--- src/rtl/lsu_ctrl.sv ---
// Load/store controller: one core request at a time, word-wide big-endian data memory,
// read-modify-write for sub-word stores. Define LSU_MISALIGN_TRAP_EN to trap misaligned half/word.
module lsu_ctrl #(
    parameter logic [31:0] ADDR_LIMIT = 32'd256
) (
    input  logic        i_clk,
    input  logic        i_rst_n,
    input  logic        i_req_valid,
    output logic        o_req_ready,
    input  logic        i_req_we,
    input  logic [1:0]  i_req_size,
    input  logic        i_req_signed,
    input  logic [31:0] i_req_addr,
    input  logic [31:0] i_req_wdata,
    output logic        o_resp_valid,
    output logic [31:0] o_resp_rdata,
    output logic        o_resp_err,
    output logic        o_dm_we,
    output logic [31:0] o_dm_addr,
    output logic [31:0] o_dm_wdata,
    input  logic [31:0] i_dm_rdata
);

    localparam logic [1:0] ST_IDLE = 2'd0;
    localparam logic [1:0] ST_RD   = 2'd1;
    localparam logic [1:0] ST_WR   = 2'd2;
    localparam logic [1:0] ST_DONE = 2'd3;

    localparam logic [1:0] SZ_BYTE = 2'b00;
    localparam logic [1:0] SZ_HALF = 2'b01;
    localparam logic [1:0] SZ_WORD = 2'b10;

    logic [1:0]  state_q,    state_d;
    logic        we_q,       we_d;
    logic [1:0]  size_q,     size_d;
    logic        signed_q,   signed_d;
    logic [1:0]  off_q,      off_d;
    logic [31:0] wdata_q,    wdata_d;
    logic [31:0] dm_addr_q,  dm_addr_d;
    logic [31:0] dm_wdata_q, dm_wdata_d;
    logic [31:0] rdata_q,    rdata_d;
    logic        err_q,      err_d;

    logic        accept_s;
    logic        size_bad_s;
    logic        range_bad_s;
    logic        misalign_s;
    logic        req_err_s;
    logic [1:0]  req_off_s;

    // Insert right-aligned store data into the addressed big-endian lane of a word.
    function automatic logic [31:0] merge_word(
        input logic [31:0] word,
        input logic [31:0] data,
        input logic [1:0]  size,
        input logic [1:0]  off
    );
        logic [31:0] res;
        res = word;
        case (size)
            SZ_BYTE: begin
                case (off)
                    2'd0:    res[31:24] = data[7:0];
                    2'd1:    res[23:16] = data[7:0];
                    2'd2:    res[15:8]  = data[7:0];
                    default: res[7:0]   = data[7:0];
                endcase
            end
            SZ_HALF: begin
                if (off[1]) begin
                    res[15:0] = data[15:0];
                end else begin
                    res[31:16] = data[15:0];
                end
            end
            default: res = data;
        endcase
        return res;
    endfunction

    // Pull the addressed lane out of a word, right-align it and extend it.
    function automatic logic [31:0] extract_load(
        input logic [31:0] word,
        input logic [1:0]  size,
        input logic [1:0]  off,
        input logic        sgn
    );
        logic [7:0]  b;
        logic [15:0] h;
        logic [31:0] res;
        case (off)
            2'd0:    b = word[31:24];
            2'd1:    b = word[23:16];
            2'd2:    b = word[15:8];
            default: b = word[7:0];
        endcase
        h = off[1] ? word[15:0] : word[31:16];
        case (size)
            SZ_BYTE: res = sgn ? {{24{b[7]}}, b} : {24'h000000, b};
            SZ_HALF: res = sgn ? {{16{h[15]}}, h} : {16'h0000, h};
            default: res = word;
        endcase
        return res;
    endfunction

    // Request classification at accept: errors and effective lane offset.
    always_comb begin
        accept_s    = i_req_valid && (state_q == ST_IDLE);
        size_bad_s  = (i_req_size == 2'b11);
        range_bad_s = ({i_req_addr[31:2], 2'b11} >= ADDR_LIMIT);
        misalign_s  = 1'b0;
        req_off_s   = i_req_addr[1:0];
`ifdef LSU_MISALIGN_TRAP_EN
        if (i_req_size == SZ_HALF) begin
            misalign_s = i_req_addr[0];
        end else if (i_req_size == SZ_WORD) begin
            misalign_s = (i_req_addr[1:0] != 2'b00);
        end else begin
            misalign_s = 1'b0;
        end
`else
        // Without trapping, offending low bits are simply dropped.
        case (i_req_size)
            SZ_HALF: req_off_s = {i_req_addr[1], 1'b0};
            SZ_WORD: req_off_s = 2'b00;
            default: req_off_s = i_req_addr[1:0];
        endcase
`endif
        req_err_s = size_bad_s || range_bad_s || misalign_s;
    end

    // Next-state and datapath register update.
    always_comb begin
        state_d    = state_q;
        we_d       = we_q;
        size_d     = size_q;
        signed_d   = signed_q;
        off_d      = off_q;
        wdata_d    = wdata_q;
        dm_addr_d  = dm_addr_q;
        dm_wdata_d = dm_wdata_q;
        rdata_d    = rdata_q;
        err_d      = err_q;
        case (state_q)
            ST_IDLE: begin
                if (accept_s) begin
                    we_d      = i_req_we;
                    size_d    = i_req_size;
                    signed_d  = i_req_signed;
                    off_d     = req_off_s;
                    wdata_d   = i_req_wdata;
                    dm_addr_d = {i_req_addr[31:2], 2'b00};
                    rdata_d   = 32'h0000_0000;
                    err_d     = req_err_s;
                    if (req_err_s) begin
                        state_d = ST_DONE;
                    end else if (i_req_we && (i_req_size == SZ_WORD)) begin
                        dm_wdata_d = i_req_wdata;
                        state_d    = ST_WR;
                    end else begin
                        state_d = ST_RD;
                    end
                end else begin
                    state_d = ST_IDLE;
                end
            end
            ST_RD: begin
                if (we_q) begin
                    dm_wdata_d = merge_word(i_dm_rdata, wdata_q, size_q, off_q);
                    state_d    = ST_WR;
                end else begin
                    rdata_d = extract_load(i_dm_rdata, size_q, off_q, signed_q);
                    state_d = ST_DONE;
                end
            end
            ST_WR: begin
                state_d = ST_DONE;
            end
            ST_DONE: begin
                rdata_d = 32'h0000_0000;
                err_d   = 1'b0;
                state_d = ST_IDLE;
            end
            default: begin
                state_d = ST_IDLE;
            end
        endcase
    end

    // State and captured-request registers.
    always_ff @(posedge i_clk or negedge i_rst_n) begin
        if (!i_rst_n) begin
            state_q    <= ST_IDLE;
            we_q       <= 1'b0;
            size_q     <= 2'b00;
            signed_q   <= 1'b0;
            off_q      <= 2'b00;
            wdata_q    <= 32'h0000_0000;
            dm_addr_q  <= 32'h0000_0000;
            dm_wdata_q <= 32'h0000_0000;
            rdata_q    <= 32'h0000_0000;
            err_q      <= 1'b0;
        end else begin
            state_q    <= state_d;
            we_q       <= we_d;
            size_q     <= size_d;
            signed_q   <= signed_d;
            off_q      <= off_d;
            wdata_q    <= wdata_d;
            dm_addr_q  <= dm_addr_d;
            dm_wdata_q <= dm_wdata_d;
            rdata_q    <= rdata_d;
            err_q      <= err_d;
        end
    end

    assign o_req_ready  = (state_q == ST_IDLE);
    assign o_resp_valid = (state_q == ST_DONE);
    assign o_resp_rdata = rdata_q;
    assign o_resp_err   = err_q;
    assign o_dm_we      = (state_q == ST_WR);
    assign o_dm_addr    = dm_addr_q;
    assign o_dm_wdata   = dm_wdata_q;

endmodule

--- config.mk ---
export PLATFORM = sky130hd
export DESIGN_NAME = lsu_ctrl
export DESIGN_NICKNAME = d
export VERILOG_FILES = /design/src/rtl/lsu_ctrl.sv
export SDC_FILE = /design/constraint.sdc
export NUM_CORES = 1
export LEC_CHECK = 0
export BUFFER_PORTS_ARGS = -buffer_cell sky130_fd_sc_hd__buf_4
export CELL_PAD_IN_SITES_DETAIL_PLACEMENT = 1
export CELL_PAD_IN_SITES_GLOBAL_PLACEMENT = 2
export CORE_ASPECT_RATIO = 0.5
export CORE_MARGIN = 2
export CORE_UTILIZATION = 29
export DETAILED_ROUTE_END_ITERATION = 7
export PLACE_DENSITY_LB_ADDON = 0.1
export SYNTH_ARGS = -nofsm -noshare
export SYNTH_HDL_FRONTEND = slang
export SYNTH_SLANG_ARGS = --single-unit
export TNS_END_PERCENT = 100
--- constraint.sdc ---
create_clock -name i_clk -period 2.2 [get_ports i_clk]
set_input_delay 0.44 -clock i_clk [delete_from_list [all_inputs] [get_ports i_clk]]
set_output_delay 0.44 -clock i_clk [all_outputs]
set_load 0.1 [all_outputs]
==> Word-level counts from Yosys, hierarchy flattened <==
Cells that the tools add are included.
{ "word_totals": {"reg_bits": 135, "in_bits": 103, "word_cells": 67} }
{ "classes": {"magnitude_cmp": 1, "eq_ne": 14, "mux": 28, "n_reduce_logical": 14} }
{ "op_table": {"columns": ["operator", "count"], "rows": [
  ["32-bit two-way mux", 8],
  ["32-bit one-hot mux with 2 select lines", 3],
  ["32-bit one-hot mux with 3 select lines", 1],
  ["16-bit two-way mux", 3],
  ["32-bit by 9-bit >= comparator with 1-bit output (second input constant)", 1],
  ["8-bit two-way mux", 4],
  ["8-bit one-hot mux with 3 select lines", 1],
  ["2-bit == test (second input constant)", 5],
  ["2-bit by 1-bit == test with 1-bit output (second input constant)", 4],
  ["2-bit one-hot mux with 4 select lines", 1],
  ["2-bit logical NOT", 3],
  ["2-bit two-way mux", 3],
  ["2-bit inequality test (second input constant)", 3],
  ["5-bit AND reduction", 1],
  ["2-bit by 1-bit inequality test with 1-bit output (second input constant)", 2],
  ["2-bit one-hot mux with 2 select lines", 1],
  ["2-bit AND reduction", 2],
  ["2-bit nonzero test", 2],
  ["3-bit AND reduction", 1],
  ["3-bit nonzero test", 1],
  ["3-bit OR reduction", 1],
  ["1-bit logical AND", 2],
  ["1-bit two-way mux", 2],
  ["1-bit one-hot mux with 2 select lines", 1],
  ["1-bit logical OR", 1]
]} }

==> Depth between registers and ports, before layout <==
{ "depth": {"ltp_word": 6, "depth_mapped": 10} }

==> Worst setup path after synthesis <==
Ideal clock, no wire load.
{ "synth_timing": {"path_kind": "register to register", "start": "register state_q[0]", "end": "register rdata_q[21] (netlist: o_resp_rdata[21])", "setup_time_ps": 127, "arrival_time_ps": 2778, "required_ps": 2073, "path_slack_ps": -704, "path_stages_with_launch": 10, "path_buffers": 3, "period_less_slack_ps": 2904, "cell_sequence": "dfrtp_1 inv_1 ha_1 clkbuf_1 nand2b_1 nand2_1 clkbuf_1 nor2_1 clkbuf_1 a221o_1"} }
{ "synth_between": {"elab_chain_len": 4, "elab_cells_between_ends": 9} }
{ "synth_rtl": {"columns": ["element", "line", "text"], "rows": [
  ["start, declared", "33", "logic [1:0] state_q, state_d;"],
  ["start signal, assigned", "204", "state_q <= state_d;"],
  ["2-bit logical NOT (*)", null, null],
  ["named net o_req_ready", "9", "output logic o_req_ready,"],
  ["1-bit logical AND", "108", "accept_s = i_req_valid && (state_q == ST_IDLE);"],
  ["2-bit by 1-bit inequality test with 1-bit output (no source line)", null, null],
  ["3-bit AND reduction (no source line)", null, null],
  ["end signal, assigned", "212", "rdata_q <= rdata_d;"],
  ["end, declared", "41", "logic [31:0] rdata_q, rdata_d;"]
]} }
The timed path passes the listed nets; every way through them passes the cells marked *.
A chain may end at the register's enable or synchronous reset.

==> Final worst setup path <==
{ "layout_timing": {"start": "register state_q[1]", "end": "register rdata_q[19] (netlist: o_resp_rdata[19])"} }
{ "layout_between": {"elab_chain_len": 4, "elab_cells_between_ends": 9} }
{ "layout_rtl": {"columns": ["element", "line"], "rows": [
  ["2-bit logical NOT", "108, 144"],
  ["1-bit logical AND", "108"],
  ["2-bit by 1-bit inequality test with 1-bit output (no source line)", null],
  ["3-bit AND reduction (no source line)", null]
]} }
Several ways; a longest one is shown, not always the timed one.

==> impl_results.html <==
<table>
<tr><th>Metric</th><th>Value</th></tr>
<tr><th colspan="2">Place</th></tr>
<tr><td>Final weighted congestion in routability-driven placement</td><td>~0.77</td></tr>
<tr><td>Number of I/O port buffers</td><td>200</td></tr>
<tr><td>Post-placement cell count</td><td>about 1200</td></tr>
<tr><td>HPWL reported at the end of detailed placement</td><td>between 15000 and 20000 um</td></tr>
<tr><th colspan="2">Floorplan</th></tr>
<tr><td>Core Area</td><td>0.0239 sq mm</td></tr>
<tr><td>Initial Utilization</td><td>29.4%</td></tr>
<tr><td>Total Die Area</td><td>approximately 0.026 sq mm</td></tr>
<tr><td>IO Pins</td><td>203</td></tr>
<tr><td>Die height</td><td>around 110 um</td></tr>
<tr><td>Die W</td><td>approximately 220 um</td></tr>
<tr><td>Cell Rows</td><td>40</td></tr>
<tr><th colspan="2">Synthesis</th></tr>
<tr><td>Count of different cell masters after synthesis</td><td>slightly above 40</td></tr>
<tr><td>Number of instances in the synthesized netlist</td><td>around 650</td></tr>
<tr><td>Cell Area, Synth</td><td>0.00703 sq mm</td></tr>
<tr><td>Fraction of post-synthesis cell area in the top cell type by area</td><td>approximately half</td></tr>
<tr><td>Syn Area/Cell</td><td>between 10 and 15 sq um</td></tr>
<tr><td>Cells taking the most area after synthesis</td><td>dfrtp_1, mux2_2, mux2i_1</td></tr>
<tr><td>Register bit total from synthesis</td><td>about 140</td></tr>
<tr><td>Cell type with the largest total area after synthesis</td><td>dfrtp_1</td></tr>
<tr><td>Number of enable flip-flop cells after synthesis</td><td>0</td></tr>
<tr><td>Post-synthesis async set-or-reset flop share</td><td>between 90% and 100%</td></tr>
<tr><td>Number of synthesis warnings</td><td>0</td></tr>
<tr><td>Main flop type after synthesis</td><td>dfrtp_1</td></tr>
<tr><td>Sequential fraction of the synthesis area</td><td>48.0%</td></tr>
<tr><th colspan="2">CTS</th></tr>
<tr><td>Bufs on Longest Clock Path</td><td>2</td></tr>
<tr><td>Buffers inserted by post-CTS timing repair</td><td>0</td></tr>
<tr><td>Clock-pin slew on the worst setup and hold paths</td><td>0.06 ns</td></tr>
<tr><td>Clock insertion delay at the later pin of the skew report</td><td>0.44 ns</td></tr>
<tr><td>Number of H-tree levels</td><td>4</td></tr>
<tr><td>Cell at the root of the clock tree</td><td>clkbuf_16</td></tr>
<tr><td>TritonCTS clock tree</td><td>done</td></tr>
<tr><td>CTS buffer count</td><td>17</td></tr>
<tr><td>Sink count of the clock tree</td><td>between 100 and 150</td></tr>
<tr><th colspan="2">Cells and area</th></tr>
<tr><td>FF+latch area</td><td>between 0.003 and 0.004 sq mm</td></tr>
<tr><td>Share of final-layout standard cells stronger than drive strength 1</td><td>a little over two fifths</td></tr>
<tr><td>Final nets</td><td>approximately 970</td></tr>
<tr><td>Area of the multi-input gates</td><td>between 0.003 and 0.004 sq mm</td></tr>
<tr><td>Synth-to-Final Area Change</td><td>38.0%</td></tr>
<tr><td>Fin cells</td><td>about 1200</td></tr>
<tr><td>Diodes inserted</td><td>0</td></tr>
<tr><td>Share of the core filled with cells</td><td>a little over 40%</td></tr>
<tr><td>Fillcell total</td><td>around 2700</td></tr>
<tr><th colspan="2">Timing</th></tr>
<tr><td>Setup-violating endpoint count in the final report</td><td>0</td></tr>
<tr><td>Worst clock skew</td><td>around 0.0065 ns</td></tr>
<tr><td>Final Hold Fails</td><td>0</td></tr>
<tr><td>Max Fclk</td><td>around 500 MHz</td></tr>
<tr><td>Final Max Tran Viols</td><td>0</td></tr>
<tr><td>Post-route worst hold slack</td><td>0.232 ns</td></tr>
<tr><td>Time the worst path needs with I/O delays and setup</td><td>2.02 ns</td></tr>
<tr><td>Final period util</td><td>91.8%</td></tr>
<tr><td>Max-slew headroom at the worst pin</td><td>a little over half</td></tr>
<tr><td>Actual transition at the worst max-transition pin</td><td>around 0.7 ns</td></tr>
<tr><td>Unrepaired setup endpoints after global routing</td><td>no</td></tr>
<tr><th colspan="2">Route</th></tr>
<tr><td>Remaining antenna violation count</td><td>0</td></tr>
<tr><td>DR iter-0 viols</td><td>370</td></tr>
<tr><td>Wire per inst</td><td>22.2 um</td></tr>
<tr><td>Routed wire length</td><td>between 20000 and 30000 um</td></tr>
<tr><td>Average via count per standard cell</td><td>roughly 5.2</td></tr>
<tr><td>Total DRC errors in the routed layout</td><td>0</td></tr>
<tr><td>DR pass1 iterations</td><td>4</td></tr>
<tr><td>Total vias in the final route</td><td>between 6000 and 7000</td></tr>
<tr><th colspan="2">Global routing</th></tr>
<tr><td>Number of global-route vias before repair</td><td>approximately 6600</td></tr>
<tr><td>Global-route wire length before repair</td><td>40100 um</td></tr>
<tr><td>All-layer global routing usage</td><td>21.2%</td></tr>
<tr><td>Number of antenna violations at the first check in global routing</td><td>0</td></tr>
<tr><td>Total congestion overflow after global routing</td><td>0</td></tr>
<tr><td>Largest net degree at the start of global routing</td><td>45</td></tr>
<tr><th colspan="2">Setup path</th></tr>
<tr><td>Worst Path Required</td><td>approximately 2.6 ns</td></tr>
<tr><td>Startpoint kind of the worst setup timing path</td><td>flop</td></tr>
<tr><td>Worst Path Arrival</td><td>approximately 2.4 ns</td></tr>
<tr><td>Delay of the slowest cell on the worst path</td><td>0.39 ns</td></tr>
<tr><td>Family with the most delay on the worst path</td><td>buffers and inverters</td></tr>
<tr><td>Highest-delay cell along the critical path</td><td>dfrtp_1</td></tr>
<tr><td>Critical Path Fanout Max</td><td>16</td></tr>
<tr><td>Crit end category</td><td>flop</td></tr>
<tr><td>Worst Path Class, Setup</td><td>reg -&gt; reg</td></tr>
<tr><td>Number of buffers and inverters on the critical path</td><td>4</td></tr>
<tr><td>List of cells traversed by the critical path</td><td>inv_1 &gt; ha_2 &gt; nor2b_1 &gt; buf_4 &gt; nand2_1 &gt; buf_4 &gt; nor4b_2 &gt; buf_4 &gt; a221o_1</td></tr>
<tr><td>R2r startpoint</td><td>state_q[1]</td></tr>
<tr><td>Most numerous cell on the critical path</td><td>buf_4</td></tr>
<tr><td>Critical Path Start</td><td>state_q[1]</td></tr>
<tr><th colspan="2">Hold path</th></tr>
<tr><td>Launch instance of the worst min-delay path</td><td>i_req_signed</td></tr>
<tr><td>Hold WC Path Type</td><td>in -&gt; reg</td></tr>
<tr><th colspan="2">Outcome</th></tr>
<tr><td>Result of the run</td><td>complete, no violations</td></tr>
<tr><th colspan="2">Job</th></tr>
<tr><td>Count of max-cap constraint violations</td><td>0</td></tr>
</table>
[worst reg2reg max path, cell delays in order (launching register included)]
cell and delay (ns):
dfrtp_1 0.39, inv_1 0.09, ha_2 0.19, nor2b_1 0.17
buf_4 0.14, nand2_1 0.12, buf_4 0.22, nor4b_2 0.22
buf_4 0.26, a221o_1 0.15
[final timing paths]
check | endpoint | slack [ns] | depth (start not counted)
max | o_resp_rdata[19] | 0.18 | 9
max in group asynchronous | o_dm_wdata[29] | 1.11 | 3
min reg2reg | o_resp_rdata[2] | 0.49 | 2
min | signed_q | 0.23 | 2
min in group asynchronous | o_dm_wdata[6] | 0.49 | 2
max reg2reg | o_resp_rdata[19] | 0.18 | 9
[state kept, by name, indices dropped and copies added (netlist names)]
register	flops
o_dm_wdata	32
o_resp_rdata	32
wdata_q	32
o_dm_addr	30
off_q	2
size_q	2
state_q	2
o_resp_err	1
signed_q	1
we_q	1
[metrics by stage]
stage | area, sq um | TNS [ns] | setup slack, ns
global placement | 9130 | -7.60 | -0.263
finish | 9710 | 0 | 0.180
CTS | 9700 | 0 | 0.112
detailed placement | 9130 | -7.71 | -0.260
global route | 9710 | 0 | 0.0412
floorplan | 7060 | 0 | 0.00875
[kinds of logic (layout without fill, tap and decap cells)]
kind of cell / Yosys count / after routing / share of synthesized area [%]
adders and majority gates: 7 / 7 / 1.25
other: 1 / 2 / 0.0533
AOI/OAI and AO/OA: 168 / 168 / 17.6
muxes: 124 / 124 / 19.9
DFF: 135 / 135 / 48.0
and+or+nand+nor: 142 / 142 / 8.91
buffers and inverters: 72 / 290 / 4.25
[placed cells by master, fill, tap and decap left out, types with 3 or more instances in the layout]
| cell | netlist | final |
|---|---|---|
| a21oi_1 | 28 | 28 |
| a221o_1 | 16 | 16 |
| a221oi_1 | 4 | 4 |
| a22o_1 | 14 | 14 |
| a2bb2oi_1 | 8 | 8 |
| a31oi_1 | 3 | 3 |
| a32o_1 | 12 | 12 |
| a32oi_1 | 11 | 11 |
| and3_1 | 5 | 5 |
| buf_12 | 0 | 6 |
| buf_4 | 2 | 236 |
| buf_6 | 2 | 3 |
| clkbuf_1 | 45 | 5 |
| clkbuf_16 | 0 | 17 |
| clkbuf_8 | 0 | 3 |
| dfrtp_1 | 135 | 135 |
| ha_1 | 7 | 5 |
| inv_1 | 15 | 15 |
| mux2_2 | 67 | 67 |
| mux2_4 | 12 | 12 |
| mux2i_1 | 44 | 44 |
| nand2_1 | 51 | 50 |
| nand2b_1 | 6 | 5 |
| nand3_1 | 3 | 3 |
| nor2_1 | 54 | 52 |
| nor3_1 | 7 | 7 |
| nor4_1 | 6 | 6 |
| o2111ai_1 | 11 | 11 |
| o21ai_0 | 32 | 32 |
| o22ai_1 | 22 | 22 |
| o32a_1 | 5 | 5 |
| or2_2 | 3 | 3 |
[layer usage]
metal / routed length, um / GRT usage [%] / up-vias
met4: 393 / 6.98 / 0
met2: 11700 / 32.6 / 150
li1: - / - / 2833
met3: 1710 / 5.93 / 24
met5: 0 / 0 / -
met1: 12400 / 28.9 / 3169
[synthesized netlist by cell type, types with 6 or more instances]
cell,n
a21oi_1,28
a221o_1,16
a22o_1,14
a2bb2oi_1,8
a32o_1,12
a32oi_1,11
clkbuf_1,45
dfrtp_1,135
ha_1,7
inv_1,15
mux2_2,67
mux2_4,12
mux2i_1,44
nand2_1,51
nand2b_1,6
nor2_1,54
nor3_1,7
nor4_1,6
o2111ai_1,11
o21ai_0,32
o22ai_1,22
[timing repair]
item	CTS	global route
gates cloned	0	0
endpoints found under the setup margin	16	8
hold buffers	1	0
gates resized for setup	1	3
hold endpoints to repair	34	0
[layout make-up]
class	instances	area share, %
inverters	15	0.580
flip-flops and latches	135	34.8
well taps	315	4.06
clock inverters	4	0.722
repair buffers	246	19.9
multi-input cells	443	34.9
clock buffers	25	5.00
Power is left out: the tool's default activity adds up to more than one toggle a clock period on the data nets, which glitch-free logic cannot reach.
